File: src/rtl/usb3_ep_writer.sv
// usb3_ep_writer: packs a 32-bit beat stream into a USB3 endpoint buffer and commits each packet.
// Ports: local_clk/reset_n (async active-low); s_data/s_valid/s_ready/s_last/s_last_bytes beat input;
// buf_in_addr/buf_in_data/buf_in_wren buffer write port; buf_in_ready buffer free;
// buf_in_commit/buf_in_commit_len/buf_in_commit_ack four-phase commit handshake; pkt_count commits done.
// Optional macro USB3_EP_WRITER_TIMEOUT_EN: flush a partial packet after TIMEOUT_CYCLES idle cycles.
module usb3_ep_writer #(
    parameter int MAX_WORDS      = 256,
    parameter int TIMEOUT_CYCLES = 4096
) (
    input  logic        local_clk,
    input  logic        reset_n,
    input  logic [31:0] s_data,
    input  logic        s_valid,
    output logic        s_ready,
    input  logic        s_last,
    input  logic [1:0]  s_last_bytes,
    output logic [8:0]  buf_in_addr,
    output logic [31:0] buf_in_data,
    output logic        buf_in_wren,
    input  logic        buf_in_ready,
    output logic        buf_in_commit,
    output logic [10:0] buf_in_commit_len,
    input  logic        buf_in_commit_ack,
    output logic [15:0] pkt_count
);
    typedef enum logic [1:0] {WAIT_RDY, WRITE, COMMIT, RELEASE} state_t;
    state_t      r_state, w_next;
    logic [8:0]  r_word_cnt, r_addr;
    logic [31:0] r_data;
    logic        r_wren;
    logic [10:0] r_len;
    logic [15:0] r_pkt;
    logic        w_beat, w_full, w_end, w_timeout, w_commit;
    logic [2:0]  w_last_bytes;

    assign w_beat       = s_valid && r_state == WRITE;
    assign w_full       = r_word_cnt == 9'(MAX_WORDS - 1);
    assign w_end        = w_beat && (s_last || w_full);
    assign w_last_bytes = (w_full || s_last_bytes == 2'd0) ? 3'd4 : {1'b0, s_last_bytes};
    // Commit is held off while the final write pulse is still on the bus.
    assign w_commit     = r_state == COMMIT && !r_wren;

`ifdef USB3_EP_WRITER_TIMEOUT_EN
    localparam int IW = $clog2(TIMEOUT_CYCLES + 1);
    logic [IW-1:0] r_idle;
    // A beat in the same cycle always wins over the timeout.
    assign w_timeout = r_state == WRITE && r_word_cnt != 9'd0 && !w_beat && r_idle == IW'(TIMEOUT_CYCLES - 1);
    always_ff @(posedge local_clk or negedge reset_n) begin
        if (!reset_n) r_idle <= '0;
        else r_idle <= (r_state == WRITE && r_word_cnt != 9'd0 && !w_beat && !w_timeout) ? r_idle + 1'b1 : '0;
    end
`else
    assign w_timeout = 1'b0;
`endif

    always_comb begin
        w_next = r_state;
        case (r_state)
            WAIT_RDY: w_next = buf_in_ready ? WRITE : WAIT_RDY;
            WRITE:    w_next = (w_end || w_timeout) ? COMMIT : WRITE;
            COMMIT:   w_next = (w_commit && buf_in_commit_ack) ? RELEASE : COMMIT;
            RELEASE:  w_next = buf_in_commit_ack ? RELEASE : WAIT_RDY;
            default:  w_next = WAIT_RDY;
        endcase
    end

    always_ff @(posedge local_clk or negedge reset_n) begin
        if (!reset_n) begin
            r_state    <= WAIT_RDY;
            r_word_cnt <= '0;
            r_addr     <= '0;
            r_data     <= '0;
            r_wren     <= 1'b0;
            r_len      <= '0;
            r_pkt      <= '0;
        end else begin
            r_state <= w_next;
            r_wren  <= w_beat;
            if (w_beat) begin
                r_addr     <= r_word_cnt;
                r_data     <= s_data;
                r_word_cnt <= r_word_cnt + 9'd1;
            end
            if (w_end) r_len <= {r_word_cnt, 2'b00} + 11'(w_last_bytes);
            else if (w_timeout) r_len <= {r_word_cnt, 2'b00};
            if (r_state == RELEASE && !buf_in_commit_ack) begin
                r_word_cnt <= '0;
                r_pkt      <= r_pkt + 16'd1;
            end
        end
    end

    assign s_ready           = r_state == WRITE;
    assign buf_in_commit     = w_commit;
    assign buf_in_addr       = r_addr;
    assign buf_in_data       = r_data;
    assign buf_in_wren       = r_wren;
    assign buf_in_commit_len = r_len;
    assign pkt_count         = r_pkt;
endmodule

File: config.mk
export PLATFORM = sky130hd
export DESIGN_NAME = usb3_ep_writer
export DESIGN_NICKNAME = d
export VERILOG_FILES = /design/src/rtl/usb3_ep_writer.sv
export SDC_FILE = /design/constraint.sdc
export NUM_CORES = 1
export LEC_CHECK = 0
export ABC_AREA = 1
export CELL_PAD_IN_SITES_DETAIL_PLACEMENT = 1
export CELL_PAD_IN_SITES_GLOBAL_PLACEMENT = 2
export CORE_AREA = 2 2 115 139
export CTS_CLUSTER_DIAMETER = 120
export CTS_CLUSTER_SIZE = 10
export DETAILED_ROUTE_END_ITERATION = 6
export DIE_AREA = 0 0 117 141
export GPL_TIMING_DRIVEN = 0
export PLACE_DENSITY_LB_ADDON = 0.1
export RECOVER_POWER = 100
export SYNTH_ARGS = -nofsm -noshare
export SYNTH_HDL_FRONTEND = slang
export SYNTH_SLANG_ARGS = --single-unit
File: constraint.sdc
create_clock -name local_clk -period 1.95 [get_ports local_clk]
set_input_delay 0.2925 -clock local_clk [delete_from_list [all_inputs] [get_ports local_clk]]
set_output_delay 0.2925 -clock local_clk [all_outputs]
set_load 0.01 [all_outputs]
# After elaboration in Yosys (flattened, before gate mapping)
# Cells that the tools add are included.
[totals]
mem_count = 0
output_inout_bits = 71
reg_bits = 80
wordCells = 34
rom_bits = 0
inputBits = 40
latchBits = 0
mem_bits_rw = 0
[classes]
n_mux = 8
shift = 0
add_sub_neg = 3
n_eq_ne = 4
n_mul = 0
reduce_logical = 12
magnitude_cmp = 0
bitwise = 0
n_div = 0
[ops]
columns = ["operator", "n"]
rows = [
  ["9-bit two-way mux", 2],
  ["16-bit by 1-bit adder with 16-bit output (second input constant)", 1],
  ["11-bit by 3-bit adder with 11-bit output", 1],
  ["9-bit by 1-bit adder with 9-bit output (second input constant)", 1],
  ["9-bit by 8-bit == test with 1-bit output (second input constant)", 1],
  ["2-bit case mux with 4 select lines", 1],
  ["1-bit logical AND", 5],
  ["2-bit == test (second input constant)", 2],
  ["2-bit zero test", 2],
  ["2-bit two-way mux", 2],
  ["3-bit two-way mux", 1],
  ["2-bit by 1-bit == test with 1-bit output (second input constant)", 1],
  ["1-bit zero test", 2],
  ["1-bit logical OR", 2],
  ["1-bit two-way mux", 2],
  ["2-bit nonzero test", 1],
]

# Longest topological paths before layout
# Gate-level depths: netlist of the first run.
[depth]
ltp_word = 5
ltp_mapped = 14

# Least setup slack after synthesis of the first run
# No wires, ideal clock.
[synth_timing]
path_kind = "register to register"
from = "reg r_word_cnt[0]"
to = "reg r_len[10], in the netlist buf_in_commit_len[10]"
setup_ns = 0.118
setup_slack_ns = -0.188
t_arrival_ns = 2.021
period_less_slack_ns = 2.138
stages_incl_launch_ff = 14
cell_sequence = "dfrtp_1 ha_1 nand3_1 nor4_1 ha_1 inv_1 o21ai_0 ha_1 ha_1 nand3_1 nor2_1 nand4_1 nand3_1 nand2_1"
[synth_between]
elab_chain_cells = 4
elab_cells_between_ends = 6
cone_classes = "add/sub: 1; eq/ne: 1; mux: 1; reduce/logical: 3"
[synth_lines]
columns = ["item", "line", "rtl"]
rows = [
  ["start, declared", "28", "logic [8:0] r_word_cnt, r_addr;"],
  ["start signal, assigned", "82", "r_word_cnt <= r_word_cnt + 9'd1;"],
  ["9-bit by 8-bit == test with 1-bit output", "37", "assign w_full = r_word_cnt == 9'(MAX_WORDS - 1);"],
  ["1-bit logical OR", "39", "assign w_last_bytes = (w_full || s_last_bytes == 2'd0) ? 3'd4 : {1'b0, s_last_bytes};"],
  ["3-bit two-way mux", "39", ""],
  ["11-bit by 3-bit adder with 11-bit output", "84", "if (w_end) r_len <= {r_word_cnt, 2'b00} + 11'(w_last_bytes);"],
  ["end signal, assigned", "84", ""],
  ["end signal, assigned", "85", "else if (w_timeout) r_len <= {r_word_cnt, 2'b00};"],
  ["end, declared", "31", "logic [10:0] r_len;"],
]
# Several ways; a longest one is shown, not always the timed one.
# A chain may end at the register's enable or synchronous reset.

# Final worst setup path of the first run
# Same ends and word-level chain as after synthesis.

==> flow_summary_export.csv, run 1 <==
group,metric,value,unit
timing,rsz0062_at_grt,"true",
setup_path,crit_type,"register to register",
floorplan,coreArea,15300,um^2
setup_path,end_kind,"register",
global_routing,overflow,0,
timing,fin_crit,2.05,ns
placement,gp_congestion,0.770,
timing,drv_slew,0,
logic_synthesis,synth_area_per_cell,8.54,um^2
drt,viasPerCell,4.24,
clocking,cts.sinks,80,
logic_synthesis,syn-cell-area,3550,um^2
placement,dp_cells,735,
setup_path,r2r_setup_slack,-0.1,ns
setup_path,reg2reg_from,"r_word_cnt[0]",
final_layout,stdcell_count,763,
floorplan,floorplan.die_area,16500,um^2
timing,hold_violations,0,
logic_synthesis,synth_top_area_cell,"dfrtp_1",
pwr,power_density,1380,nW/um^2
timing,skew,0.00770,ns
floorplan,io_pins,111,
timing,period_share,105,%
final_layout,n_fill_cell,1817,
placement,place_hpwl,7.83,mm
setup_path,startpoint_type,"register",
pwr,p_int,4980,uW
timing,whs,0.471,ns
logic_synthesis,synth_cell_types,29,
drt,top_layer_used,"met4",
clocking,insertion_delay,0.34,ns
drt,dr_wl_met3,721,um
logic_synthesis,syn_inst,416,
pwr,leakagePower,0.00249,uW
setup_path,crit_fanout,3,
setup_path,cp.arrival,2.33,ns
drt,dr.first_iter.drc_count,100,
clocking,cts_tree,"built",
final_layout,area_growth,53.0,%
floorplan,start_util,23.2,%
logic_synthesis,async_reset_ff_share,100,%
drt,wl,10.8,mm
logic_synthesis,syn_nets,461,
pwr,p_sw_share,33.8,%
drt,wl_met1,4.73,mm
logic_synthesis,synth-edff-count,0,
drt,wire_per_inst,14.1,um
drt,dr.pass1.iters,4,
setup_path,startpoint,"r_word_cnt[0]",
logic_synthesis,seq_area_frac_synth,56.4,%
pwr,p_switching,2540,uW
run_status,violations,"setup timing",
run_status,status,"finished with violations",
pwr,vdd_ir_drop_max,0.000501,V
placement,port_buffers,110,
logic_synthesis,synth_commonest_cells,"nand2_1 (178), dfrtp_1 (80), inv_1 (29), nor2_1 (25), o21ai_0 (22)",
clocking,cts.root.buffer_cell,"clkbuf_16",
global_routing,grt_use_total,14.1,%
pwr,p_seq_share,36.0,%
timing,final-setup-viol-count,3,
final_layout,n_antenna_cell,0,
pwr,power.share.clock,25.5,%
setup_path,cp.required,2.23,ns
drt,ant_nets,0,
final_layout,layout-drive-gt1-share,10.8,%
clocking,clkTransAtPathRegs,0.06,ns
final_layout,final_nets,595,
logic_synthesis,ys_ff_latch,80,
global_routing,grt_max_degree,42,
drt,met2_length,5.11,mm
logic_synthesis,synth_area_leaders,"dfrtp_1 (56%), nand2_1 (19%), o21ai_0 (3.1%)",
floorplan,die_w,117,um
floorplan,row_count,50,
floorplan,dieHeight,141,um
logic_synthesis,synth_top_area_share,56.4,%
drt,drc,0,
logic_synthesis,synth-main-ff-cell,"dfrtp_1",
drt,vias,3233,
clocking,cts_max_level,3,
global_routing,grt_pass1_wl,17.9,mm
logic_synthesis,yosysWarnings,0,
final_layout,regArea,2010,um^2
run,drv_cap,0,
hold_path,hold_start,"buf_in_commit_len[4]",
final_layout,multiInputGateArea,1460,um^2
global_routing,antenna_found_initial,0,
clocking,cts_buffer_depth,2,
hold_path,hp-class,"register to register",
global_routing,grt_pass1_vias,3499,
pwr,combinationalPowerShare,38.5,%
timing,slew_headroom,27.3,%
timing,fmax,489,MHz
timing,worstMarginPinSlew,1.09,ns
logic_synthesis,synth.most_common_cell,"nand2_1",
timing,setup_ws,-0.0960,ns
clocking,cts_buffers,9,
flip-flops by register name, indices dropped and copies added (netlist names):
name / flops
buf_in_data: 32
pkt_count: 16
buf_in_commit_len: 11
buf_in_addr: 9
r_word_cnt: 9
r_state: 2
buf_in_wren: 1
per-stage QoR:
stage	instance area, um^2	TNS (ns)	total power (uW)	util (%)	setup slack [ns]
after floorplan	3600	-0.247	3920	-	-0.114
after global routing	5440	-1.18	8090	35.5	-0.256
final	5440	-0.194	7520	35.5	-0.0960
after global placement	4960	-219.11	5500	32.4	-2.72
after detailed placement	4990	-2.32	5560	32.6	-0.413
after CTS	5440	-0.355	7670	35.5	-0.145
critical path, cell delays in order (launching register included):
cell and delay, ns:
dfrtp_2 0.39, ha_4 0.16, nand3_4 0.07, nor4_2 0.15
ha_2 0.24, inv_2 0.05, o21ai_2 0.07, ha_4 0.18
ha_4 0.15, nand3_4 0.09, nor2_4 0.12, nand3_1 0.07
nand2_1 0.06, nand3_1 0.10, nand2_1 0.07
power groups by stage:
stage | registers [uW] | logic, uW | clock network, uW
after floorplan | 2920 | 1000 | 0
after global placement | 2740 | 2760 | 0
after detailed placement | 2760 | 2800 | 0
after CTS | 2720 | 2960 | 1990
after global routing | 2800 | 3240 | 2050
final | 2710 | 2900 | 1920
cell usage in the layout, fill, tap and decap left out, types with 2 or more instances in the layout:
| master | count |
|---|---|
| nand2_2 | 2 |
| clkbuf_16 | 9 |
| a21oi_1 | 4 |
| clkdlybuf4s50_1 | 108 |
| clkbuf_8 | 3 |
| xnor2_1 | 7 |
| nand2_1 | 179 |
| nand3_4 | 3 |
| nand3_1 | 15 |
| o21ai_1 | 4 |
| clkbuf_1 | 9 |
| bufinv_16 | 2 |
| nor2_4 | 2 |
| dfrtp_2 | 7 |
| buf_4 | 12 |
| buf_2 | 2 |
| buf_6 | 2 |
| nor3_1 | 2 |
| nand4_1 | 11 |
| ha_4 | 3 |
| inv_2 | 4 |
| xor2_1 | 6 |
| inv_1 | 27 |
| o21ai_0 | 18 |
| dfrtp_1 | 73 |
| nor2_1 | 25 |
routing by layer:
metal	vias up	global-route usage, %
li1	1577	-
met1	1561	16.8
met2	82	22.9
met3	13	4.30
met4	0	6.50
met5	-	0
worst paths after layout:
kind,end,cells after the start
setup / recovery,buf_in_commit_len[10],14
hold / removal,buf_in_commit_len[4],2
setup reg to reg,buf_in_commit_len[10],14
hold reg to reg,buf_in_commit_len[4],2
max in group asynchronous,r_state[0],3
min in group asynchronous,buf_in_commit_len[2],2
cell families (layout without fill, tap and decap cells):
family,Yosys count,after routing,synth area share [%]
AOI/OAI and AO/OA,31,31,4.61
xor gates and xnor gates,13,13,3.21
adders and majority gates,5,5,1.76
buffers and inverters,42,181,4.97
DFF,80,80,56.4
and+or+nand+nor,245,245,29.1
final cells by class:
type / instances / area share, %
timing repair buffer: 123 / 22.1
tap: 208 / 4.79
inverter: 31 / 2.14
clock inverter: 2 / 1.10
buffer: 11 / 1.08
sequential: 80 / 37.0
clock buffer: 14 / 5.04
multi-input combinational: 294 / 26.8
repair_timing:
item	in CTS	in global routing
pin swaps	5	4
endpoints found under the setup margin	12	8
gates resized for setup	12	5
hold buffers	1	0
gates cloned	0	0
setup buffers	10	1
endpoints found under the hold margin	39	0
Note: power is estimated with default switching activity, not from simulation.
==> run 2, diff against run 1 <==
--- a/config.mk
+++ b/config.mk
@@ -14,6 +14,7 @@
 export DETAILED_ROUTE_END_ITERATION = 6
 export DIE_AREA = 0 0 117 141
 export GPL_TIMING_DRIVEN = 0
+export MAX_ROUTING_LAYER = met4
 export PLACE_DENSITY_LB_ADDON = 0.1
 export RECOVER_POWER = 100
 export SYNTH_ARGS = -nofsm -noshare
==> flow_summary_export.csv, run 2 (synthesis results as in run 1) <==
group,metric,value,unit
floorplan,io_pins,111,
placement,gp_congestion,0.780,
final_layout,n_antenna_cell,0,
drt,dr.first_iter.drc_count,123,
setup_path,crit_type,"register to register",
placement,place_hpwl,7.83,mm
timing,finalSetupTns,-0.202,ns
setup_path,end_kind,"register",
run_status,violations,"setup timing",
drt,vias,3233,
timing,setup_ws,-0.0973,ns
global_routing,grt_pass1_wl,17.9,mm
pwr,power_density,1380,nW/um^2
drt,dr.pass1.iters,4,
global_routing,grt_pass1_vias,3508,
drt,drc,0,
global_routing,overflow,0,
global_routing,grt_max_degree,42,
clocking,cts.root.buffer_cell,"clkbuf_16",
timing,fmax,488,MHz
hold_path,hold_start,"buf_in_commit_len[4]",
timing,slew_headroom,27.0,%
setup_path,startpoint_type,"register",
pwr,leakagePower,0.00249,uW
clocking,cts_buffer_depth,2,
drt,ant_nets,0,
final_layout,final_cell_mix,"nand2_1 (179), clkdlybuf4s50_1 (108), dfrtp_1 (73), inv_1 (27), nor2_1 (25)",
clocking,clkTransAtPathRegs,0.06,ns
timing,hold_violations,0,
timing,skew,0.00719,ns
final_layout,largest_reg_flops,32,
placement,port_buffers,110,
final_layout,area_growth,53.0,%
drt,viasPerCell,4.24,
hold_path,hp-class,"register to register",
run_status,status,"finished with violations",
drt,wire_per_inst,14.2,um
floorplan,die_w,117,um
final_layout,n_fill_cell,1817,
timing,drv_slew,0,
setup_path,cp.arrival,2.27,ns
global_routing,grt_use_total,14.5,%
timing,final-setup-viol-count,3,
setup_path,reg2reg_from,"r_word_cnt[0]",
clocking,insertion_delay,0.34,ns
setup_path,r2r_setup_slack,-0.1,ns
floorplan,coreArea,15300,um^2
run,drv_cap,0,
setup_path,crit_fanout,3,
floorplan,dieHeight,141,um
final_layout,final_nets,595,
timing,worstMarginPinSlew,1.09,ns
timing,period_share,105,%
drt,wl,10.8,mm
final_layout,final_common_cell,"nand2_1",
pwr,vdd_ir_drop_max,0.000499,V
placement,pre_cts_ws,-0.413,ns
clocking,cts_tree,"built",
setup_path,cp.required,2.17,ns
clocking,cts_buffers,9,
timing,fin_crit,2.05,ns
clocking,cts.sinks,80,
timing,whs,0.472,ns
clocking,cts_max_level,3,
global_routing,antenna_found_initial,0,
timing,rsz0062_at_grt,"true",
floorplan,start_util,23.2,%
floorplan,row_count,50,
final_layout,layout-drive-gt1-share,10.8,%
final_layout,multiInputGateArea,1460,um^2
final_layout,regArea,2010,um^2
floorplan,floorplan.die_area,16500,um^2
setup_path,startpoint,"r_word_cnt[0]",
run 2: cell counts in the layout (fill, tap and decap cells not counted):
No cell type changed its count.
run 2: worst paths after layout:
path,to,depth (start not counted)
max,buf_in_commit_len[8],12
min,buf_in_commit_len[4],2
max reg2reg,buf_in_commit_len[8],12
min reg2reg,buf_in_commit_len[4],2
max in group asynchronous,r_state[0],3
min in group asynchronous,buf_in_commit_len[2],2
run 2: power by group:
part | internal, uW | switching (uW)
combinational | 1480 | 1420
sequential | 2270 | 437
clock | 1230 | 688
total | 4980 | 2540
run 2: final cells by class:
cell class              count  share of cell area, %
well taps                 208                   4.79
inverters                  31                   2.14
multi-input cells         294                   26.8
plain buffers              11                   1.08
clock buffers              14                   5.04
repair buffers            123                   22.1
flip-flops and latches     80                   37.0
clock inverters             2                   1.10
run 2: per-stage QoR:
stage,instance area (um^2),power (uW),util (%),std cells
after global placement,4960,5500,32.4,734
after floorplan,3600,3920,-,416
after global routing,5440,8090,35.5,763
after detailed placement,4990,5560,32.6,735
final,5440,7520,35.5,763
after CTS,5440,7670,35.5,762
run 2: routing by layer:
metal	global-route usage, %	up-vias	part of all wire, %
li1	-	1576	-
met4	6.50	0	1.7
met1	17.3	1567	45
met2	22.9	80	48
met3	3.70	10	5.5
met5	-	-	0
run 2: worst max-delay path: stages, from the launching register on:
cell     delay (ns)
dfrtp_2        0.39
ha_4           0.16
nand3_4        0.07
nor4_2         0.15
ha_2           0.25
inv_2          0.05
o21ai_2        0.07
ha_4           0.18
ha_4           0.15
nand3_4        0.09
nor2_4         0.12
xor2_1         0.17
o21ai_1        0.09
run 2: timing repair:
action                                  4_1_cts  5_1_grt
hold endpoints to repair                     39        0
hold buffers                                  1        0
buffers inserted                             10        1
resized for setup                            12        5
pin swaps                                     5        4
endpoints found under the setup margin       12        8
